<file path="config.mk">
export PLATFORM = sky130hd
export DESIGN_NAME = br_redirect_arbiter_flat
export DESIGN_NICKNAME = d
export VERILOG_FILES = /design/src/rtl/br_redirect_arbiter_if.sv /design/src/rtl/br_redirect_arbiter.sv /design/src/flat_wrapper.sv
export SDC_FILE = /design/constraint.sdc
export NUM_CORES = 1
export LEC_CHECK = 0
export CAP_MARGIN = 20
export CORE_UTILIZATION = 42
export DETAILED_ROUTE_END_ITERATION = 10
export MAX_ROUTING_LAYER = met4
export PLACE_DENSITY = 0.82
export SLEW_MARGIN = 5
export SYNTH_ARGS = -nofsm -noshare
export SYNTH_HDL_FRONTEND = slang
export SYNTH_SLANG_ARGS = --single-unit
</file>
<file path="constraint.sdc">
create_clock -name clk -period 6.1 [get_ports clk]
set_clock_uncertainty 0.05 [all_clocks]
set_input_delay 1.22 -clock clk [delete_from_list [all_inputs] [get_ports clk]]
set_output_delay 1.22 -clock clk [all_outputs]
set_load 0.01 [all_outputs]
</file>
<file path="src/rtl/br_redirect_arbiter_if.sv">
// Bundle between the branch units / ROB / fetch and the redirect arbiter.
// master = arbiter side, slave = surrounding pipeline.
interface br_redirect_arbiter_if #(
  parameter int NUM_BRU = 2,
  parameter int ROB_W   = 4,
  parameter int EPOCH_W = 3
);
  logic [ROB_W-1:0]                    rob_head;
  logic [NUM_BRU-1:0]                  br_valid;
  logic [NUM_BRU-1:0]                  br_mispredict;
  logic [NUM_BRU-1:0][ROB_W-1:0]       br_rob_idx;
  logic [NUM_BRU-1:0][EPOCH_W-1:0]     br_epoch;
  logic [NUM_BRU-1:0][31:0]            br_redirect_pc;
  logic                                commit_valid;
  logic [ROB_W-1:0]                    commit_rob_idx;
  logic                                redirect_valid;
  logic                                redirect_ready;
  logic [31:0]                         redirect_pc;
  logic                                flush_valid;
  logic [ROB_W-1:0]                    flush_rob_idx;
  logic [EPOCH_W-1:0]                  cur_epoch;

  modport master (
    input  rob_head, br_valid, br_mispredict, br_rob_idx, br_epoch, br_redirect_pc,
    input  commit_valid, commit_rob_idx, redirect_ready,
    output redirect_valid, redirect_pc, flush_valid, flush_rob_idx, cur_epoch
  );

  modport slave (
    output rob_head, br_valid, br_mispredict, br_rob_idx, br_epoch, br_redirect_pc,
    output commit_valid, commit_rob_idx, redirect_ready,
    input  redirect_valid, redirect_pc, flush_valid, flush_rob_idx, cur_epoch
  );
endinterface

</file>
<file path="src/rtl/br_redirect_arbiter.sv">
// Picks the oldest live mispredict across the BRUs, pulses a flush, holds a fetch redirect
// until accepted, and owns the epoch counter. One cycle from accept to outputs; redirect held under !ready.
module br_redirect_arbiter #(
  parameter int NUM_BRU = 2,
  parameter int ROB_W   = 4,
  parameter int EPOCH_W = 3
) (
  input logic                   clk,
  input logic                   rst,
  br_redirect_arbiter_if.master bus
);
  localparam int SEL_W = (NUM_BRU > 1) ? $clog2(NUM_BRU) : 1;

  typedef enum logic {IDLE, REQ} state_e;

  state_e             state_q;
  logic               redirect_valid_q;
  logic [31:0]        redirect_pc_q;
  logic               flush_valid_q;
  logic [ROB_W-1:0]   flush_idx_q;
  logic [EPOCH_W-1:0] cur_epoch_q;
  logic               pend_live_q;
  logic [ROB_W-1:0]   pend_idx_q;
  logic [EPOCH_W-1:0] pend_epoch_q;

  logic [NUM_BRU-1:0]            cand_a_d;
  logic [NUM_BRU-1:0]            cand_b_d;
  logic [NUM_BRU-1:0][ROB_W-1:0] age_d;
  logic [ROB_W-1:0]              pend_age_d;
  logic [ROB_W-1:0]              best_age_d;
  logic [SEL_W-1:0]              win_d;
  logic                          accept_d;
  logic                          win_a_d;

  // Ages are head-relative, so the unsigned subtract absorbs ROB wrap.
  always_comb begin
    pend_age_d = pend_idx_q - bus.rob_head;
    cand_a_d   = '0;
    cand_b_d   = '0;
    age_d      = '0;
    best_age_d = '0;
    win_d      = '0;
    accept_d   = 1'b0;
    for (int i = 0; i < NUM_BRU; i++) begin
      age_d[i]    = bus.br_rob_idx[i] - bus.rob_head;
      cand_a_d[i] = bus.br_valid[i] & bus.br_mispredict[i] & (bus.br_epoch[i] == cur_epoch_q);
      // Late-resolving older branch from the epoch that was already flushed.
      cand_b_d[i] = bus.br_valid[i] & bus.br_mispredict[i] & pend_live_q &
                    (bus.br_epoch[i] == pend_epoch_q) & (age_d[i] < pend_age_d);
      if ((cand_a_d[i] | cand_b_d[i]) && (!accept_d || (age_d[i] < best_age_d))) begin
        accept_d   = 1'b1;
        win_d      = SEL_W'(i);
        best_age_d = age_d[i];
      end
    end
    win_a_d = cand_a_d[win_d];
  end

  always_ff @(posedge clk) begin
    if (rst) begin
      state_q          <= IDLE;
      redirect_valid_q <= 1'b0;
      redirect_pc_q    <= '0;
      flush_valid_q    <= 1'b0;
      flush_idx_q      <= '0;
      cur_epoch_q      <= '0;
      pend_live_q      <= 1'b0;
      pend_idx_q       <= '0;
      pend_epoch_q     <= '0;
    end else if (accept_d) begin
      // A new accept overrides both handshake completion and pend window close.
      state_q          <= REQ;
      redirect_valid_q <= 1'b1;
      redirect_pc_q    <= bus.br_redirect_pc[win_d];
      flush_valid_q    <= 1'b1;
      flush_idx_q      <= bus.br_rob_idx[win_d];
      cur_epoch_q      <= cur_epoch_q + 1'b1;
      pend_live_q      <= 1'b1;
      pend_idx_q       <= bus.br_rob_idx[win_d];
      if (win_a_d) begin
        pend_epoch_q <= bus.br_epoch[win_d];
      end
    end else begin
      flush_valid_q <= 1'b0;
      case (state_q)
        IDLE: ;
        REQ: begin
          if (bus.redirect_ready) begin
            state_q          <= IDLE;
            redirect_valid_q <= 1'b0;
          end
        end
        default: begin
          state_q          <= IDLE;
          redirect_valid_q <= 1'b0;
        end
      endcase
      if (pend_live_q && bus.commit_valid && (bus.commit_rob_idx == pend_idx_q)) begin
        pend_live_q <= 1'b0;
      end
    end
  end

  assign bus.redirect_valid = redirect_valid_q;
  assign bus.redirect_pc    = redirect_pc_q;
  assign bus.flush_valid    = flush_valid_q;
  assign bus.flush_rob_idx  = flush_idx_q;
  assign bus.cur_epoch      = cur_epoch_q;
endmodule

</file>
<file path="src/flat_wrapper.sv">
// flat-port wrapper written by rule: the top's interface ports become plain ports
module br_redirect_arbiter_flat 
#(
  parameter int NUM_BRU = 2,
  parameter int ROB_W   = 4,
  parameter int EPOCH_W = 3
)
  (clk, rst, bus_rob_head, bus_br_valid, bus_br_mispredict, bus_br_rob_idx, bus_br_epoch, bus_br_redirect_pc, bus_commit_valid, bus_commit_rob_idx, bus_redirect_ready, bus_redirect_valid, bus_redirect_pc, bus_flush_valid, bus_flush_rob_idx, bus_cur_epoch);
  br_redirect_arbiter_if #(.NUM_BRU(NUM_BRU), .ROB_W(ROB_W), .EPOCH_W(EPOCH_W)) bus_i ();
  input logic clk;
  input logic rst;
  input wire logic [$bits(bus_i.rob_head)-1:0] bus_rob_head;
  input wire logic [$bits(bus_i.br_valid)-1:0] bus_br_valid;
  input wire logic [$bits(bus_i.br_mispredict)-1:0] bus_br_mispredict;
  input wire logic [$bits(bus_i.br_rob_idx)-1:0] bus_br_rob_idx;
  input wire logic [$bits(bus_i.br_epoch)-1:0] bus_br_epoch;
  input wire logic [$bits(bus_i.br_redirect_pc)-1:0] bus_br_redirect_pc;
  input wire logic [$bits(bus_i.commit_valid)-1:0] bus_commit_valid;
  input wire logic [$bits(bus_i.commit_rob_idx)-1:0] bus_commit_rob_idx;
  input wire logic [$bits(bus_i.redirect_ready)-1:0] bus_redirect_ready;
  output wire logic [$bits(bus_i.redirect_valid)-1:0] bus_redirect_valid;
  output wire logic [$bits(bus_i.redirect_pc)-1:0] bus_redirect_pc;
  output wire logic [$bits(bus_i.flush_valid)-1:0] bus_flush_valid;
  output wire logic [$bits(bus_i.flush_rob_idx)-1:0] bus_flush_rob_idx;
  output wire logic [$bits(bus_i.cur_epoch)-1:0] bus_cur_epoch;
  assign bus_i.rob_head = bus_rob_head;
  assign bus_i.br_valid = bus_br_valid;
  assign bus_i.br_mispredict = bus_br_mispredict;
  assign bus_i.br_rob_idx = bus_br_rob_idx;
  assign bus_i.br_epoch = bus_br_epoch;
  assign bus_i.br_redirect_pc = bus_br_redirect_pc;
  assign bus_i.commit_valid = bus_commit_valid;
  assign bus_i.commit_rob_idx = bus_commit_rob_idx;
  assign bus_i.redirect_ready = bus_redirect_ready;
  assign bus_redirect_valid = bus_i.redirect_valid;
  assign bus_redirect_pc = bus_i.redirect_pc;
  assign bus_flush_valid = bus_i.flush_valid;
  assign bus_flush_rob_idx = bus_i.flush_rob_idx;
  assign bus_cur_epoch = bus_i.cur_epoch;
  br_redirect_arbiter #(.NUM_BRU(NUM_BRU), .ROB_W(ROB_W), .EPOCH_W(EPOCH_W)) u_core (.clk(clk), .rst(rst), .bus(bus_i));
endmodule
</file>
* Word level (Yosys, flattened, before mapping)
Index checks and enable logic that the tools add are counted.
** Word-level totals
- Bits in registers :: 46
- Bits of input ports :: 94
- Word-level logic and storage cells :: 64
** Operators by class
- $add $sub $neg :: 4
- Order comparisons :: 4
- Eq/ne operators :: 5
- Muxes and demuxes :: 21
- Bitwise operators :: 12
- Reductions and logical operators :: 10
** Operator list (count)
- 32-bit two-way mux :: 2
- 1-bit two-way mux :: 14
- 3-bit equality test :: 4
- 4-bit < comparator :: 3
- 4-bit two-way mux :: 3
- 4-bit subtractor :: 3
- 1-bit bitwise AND :: 10
- 3-bit two-way mux :: 2
- 2-bit nonzero test :: 3
- 4-bit equality test :: 1
- 2-bit AND reduction :: 2
- 3-bit by 1-bit adder with 3-bit output, second input constant :: 1
- 1-bit logical AND :: 3
- 1-bit by 2-bit < comparator with 1-bit output, second input constant :: 1
- 1-bit OR :: 2
- 1-bit logical NOT :: 1
- 1-bit logical OR :: 1

* Depth between registers and ports, before layout
- Depth in word-level cells :: 13
- Depth in mapped cells :: 20

* Least setup slack after synthesis
OpenSTA, ideal clock, no wires.
- Path kind :: input to register
- From :: input port bus_br_rob_idx[0]
- To :: register u_core.redirect_pc_q[23] (netlist: u_core.bus.redirect_pc[23])
- Arrival :: 4.954 ns
- Required time :: 5.961 ns
- Setup slack :: 1.007 ns
- Stages :: 20
- Path through :: inv_1 ha_1 inv_1 fa_1 ha_1 a21oi_1 maj3_2 maj3_2 a21bo_1 nand2b_1 ha_1 a2111oi_0 or3_1 nor2b_1 a21oi_1 nand2_1 clkbuf_1 clkbuf_1 nand2_1 a311oi_2
** Between the ends
- Word-level cells in the longest chain between the ends :: 11
- Elaborated cells on any way between the ends :: 14
- Classes of those cells :: 1 x add/sub; 2 x order compare; 6 x mux; 2 x bitwise; 3 x reduce/logical
** RTL lines
- start, declared :: line flat_wrapper.sv:15 : input wire logic [$bits(bus_i.br_rob_idx)-1:0] bus_br_rob_idx;
- 4-bit subtractor (*) :: line br_redirect_arbiter.sv:45 : age_d[i] = bus.br_rob_idx[i] - bus.rob_head;
- 4-bit < comparator :: line br_redirect_arbiter.sv:49 : (bus.br_epoch[i] == pend_epoch_q) & (age_d[i] < pend_age_d);
- 1-bit bitwise AND :: line br_redirect_arbiter.sv:49
- 1-bit OR :: line br_redirect_arbiter.sv:50 : if ((cand_a_d[i] | cand_b_d[i]) && (!accept_d || (age_d[i] < best_age_d))) begin
- 4-bit two-way mux / 1-bit two-way mux (equally long branches) :: line br_redirect_arbiter.sv:50
- 4-bit < comparator / 1-bit logical NOT (equally long branches) :: line br_redirect_arbiter.sv:50
- 1-bit logical OR :: line br_redirect_arbiter.sv:50
- 1-bit logical AND :: line br_redirect_arbiter.sv:50
- 1-bit two-way mux :: line br_redirect_arbiter.sv:50
- 32-bit two-way mux (implied by the code) (2 in a row) :: line br_redirect_arbiter.sv:74 : redirect_pc_q <= bus.br_redirect_pc[win_d];
- end signal, assigned :: line br_redirect_arbiter.sv:74
- end, declared :: line br_redirect_arbiter.sv:18 : logic [31:0] redirect_pc_q;
Every way passes the cells marked *; elsewhere a longest branch is shown, timed or not. The select of a mux whose other input is x is not followed.
A chain may end at the register's enable or synchronous reset.

* Worst setup path in the final report
- From :: input port bus_br_rob_idx[0]
- To :: register u_core.redirect_pc_q[22] (netlist: u_core.bus.redirect_pc[22])
Same word-level chain as after synthesis.

==> flow_summary.toml <==
[run_status]
status = "finished, final reports clean"

[synthesis]
synth_top_area_cell = "dfxtp_1"
synth_seq_cells = 46
ys.warnings.count = 0
yosysMostFrequentCell = "nand2_1"
synth_area_leaders = "dfxtp_1 32%, a311oi_2 16%, nand2_1 12%, ha_1 6.5%, nor2_1 5.8%"
synth_top_area_share_pct = 31.8
netlist_area_um2 = 2900
syn_inst = 340
synth_commonest_cells = "90 x nand2_1, 46 x dfxtp_1, 45 x nor2_1"
syn_area_per_cell_um2 = 8.53
synthesis.nets = 452
synth-edff-count = 0
synth_flop_cell = "dfxtp_1"
yosysSeqAreaShare_pct = 31.8
netlist-cell-type-count = 35
synthArstFlopShare_pct = 0

[pwr]
ir_drop_mv = 0.0994
p_comb_share_pct = 31.3
pwr_density_cell_nw_per_um2 = 172
p_int_w = 0.000528
swShare_pct = 29.5
p_clk_share_pct = 25.4
pwr-share-seq_pct = 43.2
p_leak_nw = 1.61
switchingPower_w = 0.000221

[timing]
hold_ws_ps = 426
hold_violations = 0
timing.final.crit_share_pct = 89.6
slew_headroom_pct = 68.0
setup_violations = 0
timing.final.crit_period_ps = 5460
slew_violations = 0
worst_slew_pin_slew_ps = 479
rsz0062_at_grt = "no"
max_freq_mhz = 183
final.setup.tns_ps = 0
layout_setup_ws_ps = 637

[route]
routed_via_density = 5.31
routedWlPerCell_um = 14.7
num_vias = 2888
postRouteAntennaNets = 0
drcViolationCount = 0
wl_um = 7990
dr.pass1.iters = 8
drt-initial-drc-count = 77

[cells_and_area]
n_antenna_cell = 0
final_core_util_pct = 67.2
multi_input_area_um2 = 1810
fillers = 538
regArea_um2 = 921
area_delta_synth_final_pct = 50.5
fin_nets = 578
final_layout_size_suffix_gt1_share_pct = 10.7

[floorplan]
dieHeight_um = 85.1
core-area_um2 = 6490
pin_count = 135
die_x_um = 85.1
dieArea_um2 = 7240
initial_utilization_pct = 44.6
placementRows = 29

[worst_setup_path]
worstSetupStartpoint = "bus_br_rob_idx[0]"
reg2reg_from = "u_core.bus.flush_rob_idx[0]"
cp-start-kind = "primary input"
worstPathCellList = "clkdlybuf4s50_1 > inv_1 > ha_1 > inv_1 > fa_1 > ha_1 > a21oi_1 > maj3_2 > maj3_2 > a21bo_1 > nand2_1 > ha_1 > a2111oi_0 > or3_1 > nor2b_1 > a21oi_1 > and2_1 > buf_4 > nand2_1 > a311oi_2"
endpoint_kind = "flop"
cp_common_cell = "ha_1"
cp_max_fo = 22
cpMaxStageDelayCell = "clkdlybuf4s50_1"
critPathRequiredTime_ps = 6260
crit_type = "in2reg"
critPathArrivalTime_ps = 5630
critPathMaxStageDelay_ps = 480

[global_routing]
grt_usage_pct = 23.7
grt_pass1_wl_um = 13400
grt_pass1_vias = 2962
grt_max_degree = 67
overflow = 0
antenna_found_initial = 0

[clock_network]
clk_pin_slew_ps = 90
post_cts_buffers = 0
clock_latency_ps = 300
cts_hold_buf = 0
clkSinkCount = 46
clock_path_buffers = 2
cts_tree = "yes"
htree_num_levels = 2
cts_root_buf = "clkbuf_8"
cts_resized = 0
cts-buffers-inserted = 5

[placement]
gp_congestion = 0.905
hpwl_um = 6060
port_buffers = 134
dp_slack_ps = 351

[hold_path]
min_from = "u_core.bus.redirect_valid"
hold_path.class = "reg2reg"

[job]
cap_violations = 0
==> cells by family (layout without fill, tap and decap cells) <==
kind of cell | Yosys count | in the layout | share of synthesized area (%)
compound gates | 58 | 58 | 22.4
xor+xnor | 27 | 27 | 8.16
fa+ha+maj | 22 | 22 | 10.1
buf+inv | 32 | 159 | 5.78
flops | 46 | 46 | 31.8
simple gates | 155 | 155 | 21.8
==> registers in the layout, indices dropped and copies added, names as in the netlist <==
signal,count
u_core.pend_epoch_q,3
u_core.state_q,1
u_core.bus.flush_valid,1
u_core.bus.redirect_pc,32
u_core.bus.flush_rob_idx,4
u_core.bus.redirect_valid,1
u_core.bus.cur_epoch,3
u_core.pend_live_q,1
==> cell type report <==
cell class	instances	share of cell area, %
clock buffers	6	1.66
multi-input cells	262	41.5
inverters	11	0.947
repair buffers	140	32.2
well taps	77	2.21
flip-flops and latches	46	21.1
clock inverters	2	0.316
==> placed cells by master (no fill, tap or decap) <==
master and count:
clkbuf_1 1, buf_4 4, nand2b_1 5, buf_12 2
dfxtp_1 46, a31oi_1 1, nor2b_1 1, nand2_1 90
nand4_1 3, nor4_1 1, a21oi_1 10, a2111oi_0 1
xnor2_1 12, fa_1 3, a21o_1 2, clkdlybuf4s50_1 133
and2_0 2, nand3b_1 2, clkinv_4 1, o21bai_1 1
or2_2 1, or3_1 2, ha_1 15, buf_2 1
clkinv_2 1, nor2_1 45, clkbuf_8 5, a311oi_2 30
maj3_2 4, xor2_1 15, a311oi_1 9, o21ai_2 1
and2_1 1, o41ai_1 1, inv_1 11, nor3_1 2
a21bo_1 1, o21ai_0 1
==> power by group through the flow <==
stage	registers, W	logic [W]	clock network (W)
floorplan	0.000336	0.000118	0
global placement	0.000330	0.000227	0
detailed placement	0.000331	0.000233	0
CTS	0.000324	0.000234	0.000193
global route	0.000326	0.000258	0.000205
finish	0.000324	0.000235	0.000190
==> stage by stage <==
stage          instances  cell area (µm²)  power, W
2_1_floorplan        340             2900  0.000453
3_3_place_gp         535             4260  0.000557
3_5_place_dp         535             4260  0.000564
4_1_cts              543             4340  0.000751
5_1_grt              544             4360  0.000789
6_report             544             4360  0.000749
==> worst paths after layout <==
kind                                end  slack (ps)  cells past startpoint
max          u_core.bus.redirect_pc[22]         640                     20
min           u_core.bus.redirect_valid         430                      2
max reg2reg  u_core.bus.redirect_pc[22]        1610                     18
min reg2reg   u_core.bus.redirect_valid         430                      2
==> critical path, delay by kind of cell <==
family,cells,cell delay (ps)
buffers and inverters,4,880
AOI/OAI and AO/OA,5,1110
adders and majority gates,6,1750
and+or+nand+nor,5,660
==> layer usage <==
metal	global-route usage, %	routed length [µm]	share of wire (%)
met5	-	0	0
met4	6.78	106	1.3
met3	4.38	506	6.3
met2	41.4	3940	49
met1	27.7	3440	43
No activity file was read; power rests on OpenSTA's default activity.
